==> src/rtl/mips_bus_arbiter.sv <==
// Two-port (instruction fetch / load-store) arbiter for the single Avalon-style CPU bus.
// Registers the winning request onto the bus, waits out bus stalls and aborts via a watchdog.
module mips_bus_arbiter #(
    parameter int PRIORITY_MODE  = 0,
    parameter int TIMEOUT_CYCLES = 0,
    parameter int CNT_W          = 16
) (
    input  logic        clk,
    input  logic        reset,
    input  logic        i_read,
    input  logic [31:0] i_address,
    output logic        i_waitrequest,
    output logic [31:0] i_readdata,
    input  logic        d_read,
    input  logic        d_write,
    input  logic [31:0] d_address,
    input  logic [31:0] d_writedata,
    input  logic [3:0]  d_byteenable,
    output logic        d_waitrequest,
    output logic [31:0] d_readdata,
    output logic [31:0] address,
    output logic        read,
    output logic        write,
    output logic [31:0] writedata,
    output logic [3:0]  byteenable,
    input  logic        waitrequest,
    input  logic [31:0] readdata,
    output logic        grant_d,
    output logic        busy,
    output logic        timeout_err
);

    typedef enum logic [1:0] {
        ST_IDLE = 2'd0,
        ST_BUS  = 2'd1,
        ST_DONE = 2'd2
    } state_t;

    localparam logic [CNT_W-1:0] CNT_LAST = CNT_W'((TIMEOUT_CYCLES == 0) ? 0 : TIMEOUT_CYCLES - 1);
    localparam logic WDOG_EN    = (TIMEOUT_CYCLES != 0);
    localparam logic FIXED_PRIO = (PRIORITY_MODE == 1);

    state_t            state_r, state_s;
    logic [31:0]       address_r, address_s;
    logic              read_r, read_s;
    logic              write_r, write_s;
    logic [31:0]       writedata_r, writedata_s;
    logic [3:0]        byteenable_r, byteenable_s;
    logic [31:0]       rdata_r, rdata_s;
    logic              grant_d_r, grant_d_s;
    logic              last_d_r, last_d_s;
    logic [CNT_W-1:0]  cnt_r, cnt_s;
    logic              timeout_err_r, timeout_err_s;
    logic              i_req_s, d_req_s, pick_d_s, wdog_hit_s;

    // Request decode, tie-break and watchdog compare
    always_comb begin
        i_req_s    = i_read;
        d_req_s    = d_read | d_write;
        wdog_hit_s = WDOG_EN & (cnt_r == CNT_LAST);
        if (i_req_s && d_req_s) begin
            pick_d_s = FIXED_PRIO | ~last_d_r;
        end else begin
            pick_d_s = d_req_s;
        end
    end

    // Next-state and next bus-register values
    always_comb begin
        state_s       = state_r;
        address_s     = address_r;
        read_s        = read_r;
        write_s       = write_r;
        writedata_s   = writedata_r;
        byteenable_s  = byteenable_r;
        rdata_s       = rdata_r;
        grant_d_s     = grant_d_r;
        last_d_s      = last_d_r;
        cnt_s         = cnt_r;
        timeout_err_s = 1'b0;
        case (state_r)
            ST_IDLE: begin
                if (i_req_s || d_req_s) begin
                    grant_d_s = pick_d_s;
                    last_d_s  = pick_d_s;
                    cnt_s     = {CNT_W{1'b0}};
                    state_s   = ST_BUS;
                    if (pick_d_s) begin
                        // A simultaneous read+write from the D port is a write
                        address_s    = d_address;
                        read_s       = ~d_write;
                        write_s      = d_write;
                        writedata_s  = d_writedata;
                        byteenable_s = d_byteenable;
                    end else begin
                        address_s    = i_address;
                        read_s       = 1'b1;
                        write_s      = 1'b0;
                        byteenable_s = 4'b1111;
                    end
                end else begin
                    state_s = ST_IDLE;
                end
            end
            ST_BUS: begin
                if (!waitrequest) begin
                    if (read_r) begin
                        rdata_s = readdata;
                    end else begin
                        rdata_s = rdata_r;
                    end
                    read_s  = 1'b0;
                    write_s = 1'b0;
                    state_s = ST_DONE;
                end else if (wdog_hit_s) begin
                    read_s        = 1'b0;
                    write_s       = 1'b0;
                    rdata_s       = 32'h0000_0000;
                    timeout_err_s = 1'b1;
                    state_s       = ST_DONE;
                end else begin
                    cnt_s = cnt_r + CNT_W'(1);
                end
            end
            ST_DONE: begin
                state_s = ST_IDLE;
            end
            default: begin
                state_s = ST_IDLE;
                read_s  = 1'b0;
                write_s = 1'b0;
            end
        endcase
    end

    // State and bus register update with synchronous reset
    always_ff @(posedge clk) begin
        if (reset) begin
            state_r       <= ST_IDLE;
            address_r     <= 32'h0000_0000;
            read_r        <= 1'b0;
            write_r       <= 1'b0;
            writedata_r   <= 32'h0000_0000;
            byteenable_r  <= 4'b0000;
            rdata_r       <= 32'h0000_0000;
            grant_d_r     <= 1'b0;
            last_d_r      <= 1'b1;
            cnt_r         <= {CNT_W{1'b0}};
            timeout_err_r <= 1'b0;
        end else begin
            state_r       <= state_s;
            address_r     <= address_s;
            read_r        <= read_s;
            write_r       <= write_s;
            writedata_r   <= writedata_s;
            byteenable_r  <= byteenable_s;
            rdata_r       <= rdata_s;
            grant_d_r     <= grant_d_s;
            last_d_r      <= last_d_s;
            cnt_r         <= cnt_s;
            timeout_err_r <= timeout_err_s;
        end
    end

    // Owner is released for exactly the one DONE cycle
    assign i_waitrequest = i_req_s & ~((state_r == ST_DONE) & ~grant_d_r);
    assign d_waitrequest = d_req_s & ~((state_r == ST_DONE) & grant_d_r);
    assign i_readdata    = rdata_r;
    assign d_readdata    = rdata_r;
    assign address       = address_r;
    assign read          = read_r;
    assign write         = write_r;
    assign writedata     = writedata_r;
    assign byteenable    = byteenable_r;
    assign grant_d       = grant_d_r;
    assign busy          = (state_r != ST_IDLE);
    assign timeout_err   = timeout_err_r;

endmodule

==> config.mk <==
export PLATFORM = sky130hd
export DESIGN_NAME = mips_bus_arbiter
export DESIGN_NICKNAME = d
export VERILOG_FILES = /design/src/rtl/mips_bus_arbiter.sv
export SDC_FILE = /design/constraint.sdc
export NUM_CORES = 1
export LEC_CHECK = 0
export BUFFER_PORTS_ARGS = -buffer_cell sky130_fd_sc_hd__buf_2
export CAP_MARGIN = 5
export CORE_AREA = 2 2 108 110
export CTS_CLUSTER_DIAMETER = 200
export DETAILED_ROUTE_END_ITERATION = 16
export DIE_AREA = 0 0 110 112
export PLACE_DENSITY = 0.82
export RECOVER_POWER = 100
export SYNTH_ARGS = -nofsm -noshare
export SYNTH_HDL_FRONTEND = slang
export SYNTH_SLANG_ARGS = --single-unit
==> constraint.sdc <==
create_clock -name clk -period 2.6 [get_ports clk]
set_clock_uncertainty 0.2 [all_clocks]
set_input_delay 0.26 -clock clk [delete_from_list [all_inputs] [get_ports clk]]
set_output_delay 0.26 -clock clk [all_outputs]
set_load 0.02 [all_outputs]
==> flow_summary.ini <==
[outcome]
status = finished clean

[finish]
finalNonFillerCells = 1031
nFillCells = 1004
drive_gt1_share_pct = 18.7
fin_nets = 1022
diodes = 0
layout_commonest_cell = clkbuf_1
utilization_pct = 62.2
final-seq-area_um2 = 2120
multi_input_area_um2 = 1850
finish.instance_area_um2 = 6950
syn2layout_area_growth_pct = 54.6
mostFrequentLayoutCells = 143 x clkbuf_1, 135 x buf_2, 130 x nand2_1

[setup_path]
crit_arrival_ns = 2.45
worst_setup_path_end_kind = flop
required_ns = 2.67
cp_max_fo = 68
worst-setup-path-type = flop to flop
critPathLaunchType = flop

[die]
ios = 277
die_w_um = 110
die-area_um2 = 12300
dieHeight_um = 112
start_util_pct = 40.2
coreArea_um2 = 11200
rows = 39

[clock_network]
cts_buffer_depth = 2
numCtsBuffers = 9
cts_tree = built
clock-sinks = 106
root_buffer = clkbuf_16
clkTransAtPathRegs_ns = 0.07
postCtsSetupBuffers = 0
htreeDepth = 3
insertion_delay_ns = 0.33

[placement]
dpl.cell_count = 899
dp_hpwl_um = 9500
placed_area_um2 = 5710
io_buffers = 275
place.gp.congestion = 0.806

[synth]
yosys_warnings = 0
synthArstFlopShare_pct = 0
synth.distinct_cells = 30
avgSynthCellArea_um2 = 8.11
syn-cell-area_um2 = 4490
ys_seq_area_share_pct = 47.2
synth_seq_cells = 106
netlist_instances = 554
syn_nets = 692
synth-edff-count = 0
synth_ff_type = dfxtp_1

[timing]
setup_violations = 0
min_period_over_period_pct = 91.4
finalHoldViolations = 0
min_period_ns = 2.38
fin_tns_setup_ns = 0
tightest_slew_ns = 0.814
rsz0062_at_grt = no
slew_headroom_pct = 45.8
maxSlewViolCount = 0
fmax_ghz = 0.421

[route]
drt-initial-drc-count = 357
drc = 0
wl_per_cell_um = 15.8
wl_um = 16300
avgViaCountPerCell = 5.25
first_pass_iters = 5
ant_nets = 0
dr_total_vias = 5414

[global_route]
grt_pass1_vias = 5235
grt_use_total_pct = 25.7
grt_first_pass_wirelength_um = 25000
antenna_found_initial = 0
grt_overflow_total = 0
grt_max_degree = 107

[pwr]
irDropWorstVdd_mv = 0.369
power.leakage_nw = 2.80
power_density_nw_per_um2 = 608

[worst_hold_path]
holdCritPathClass = primary input to flop

[job]
drv_cap = 0
layout make-up:
| cell class | instances | area share, % |
|---|---|---|
| inverter | 3 | 0.162 |
| multi-input combinational | 361 | 26.6 |
| timing repair buffer | 403 | 36.0 |
| clock buffer | 12 | 3.55 |
| sequential | 106 | 30.5 |
| tap | 143 | 2.57 |
| clock inverter | 3 | 0.576 |
worst max-delay path, stage by stage (launching register included):
cell and delay, ns:
dfxtp_1 0.49, o2bb2ai_1 0.23, buf_12 0.33, nand2_1 0.09, a311oi_1 0.35, dlygate4sd3_1 0.62
cell families after synthesis:
kind of cell / after synthesis / synth area share [%]
buffers and inverters: 88 / 11.6
AOI/OAI and AO/OA: 177 / 23.9
DFF: 106 / 47.2
and+or+nand+nor: 182 / 17.3
other: 1 / 0.0834
registers in the layout (all words and copies together), names as in the netlist, 2 cells and up:
name and count:
state_r 2, address 32, byteenable 4, writedata 32
d_readdata 32
routing by layer:
layer / vias to the layer above / wire length (um) / share of wire, % / GRT usage [%]
li1: 2557 / - / - / -
met1: 2468 / 5820 / 36 / 26.6
met2: 313 / 8140 / 50 / 44.3
met3: 76 / 1420 / 8.7 / 6.85
met4: 0 / 876 / 5.4 / 17.4
met5: - / 0 / 0 / 0
worst paths after layout:
check,from,endpoint,slack [ns],depth (start not counted)
min,i_address[26],address[26],0.002,3
min reg2reg,d_readdata[31],d_readdata[31],0.27,2
max,last_d_r,address[6],0.22,5
max reg2reg,last_d_r,address[6],0.22,5
report_power, final:
part / internal [mW] / switching [mW]
Sequential: 1.75 / 0.0783
Clock: 0.766 / 0.569
Combinational: 0.439 / 0.622
metrics by stage:
step	total power, mW	setup slack [ns]	hold slack, ns
final	4.23	0.224	0.00200
after global routing	4.43	0.102	0.00255
after CTS	4.28	0.202	0.00141
after detailed placement	2.78	0.683	0.256
after global placement	2.76	0.755	0.251
after floorplan	2.43	1.11	0.137
Yosys cell counts, types with 2 or more instances:
cell	n	area, um2
a21oi_1	104	521
a311oi_1	28	245
a311oi_2	4	60.1
buf_2	22	110
buf_4	37	278
buf_6	3	33.8
clkbuf_1	23	86.3
dfxtp_1	106	2120
inv_2	2	7.51
nand2_1	130	488
nand3_1	34	170
nor2_1	2	7.51
nor3_1	8	40.0
o21ai_1	33	165
o221ai_1	2	17.5
or3_1	2	12.5
timing repair:
| action | CTS | global route |
|---|---|---|
| gates resized for setup | 0 | 1 |
| hold buffers | 116 | 0 |
| hold endpoints to repair | 89 | 0 |
| setup endpoints to repair | 0 | 2 |
Power figures use the tool's default switching activity.
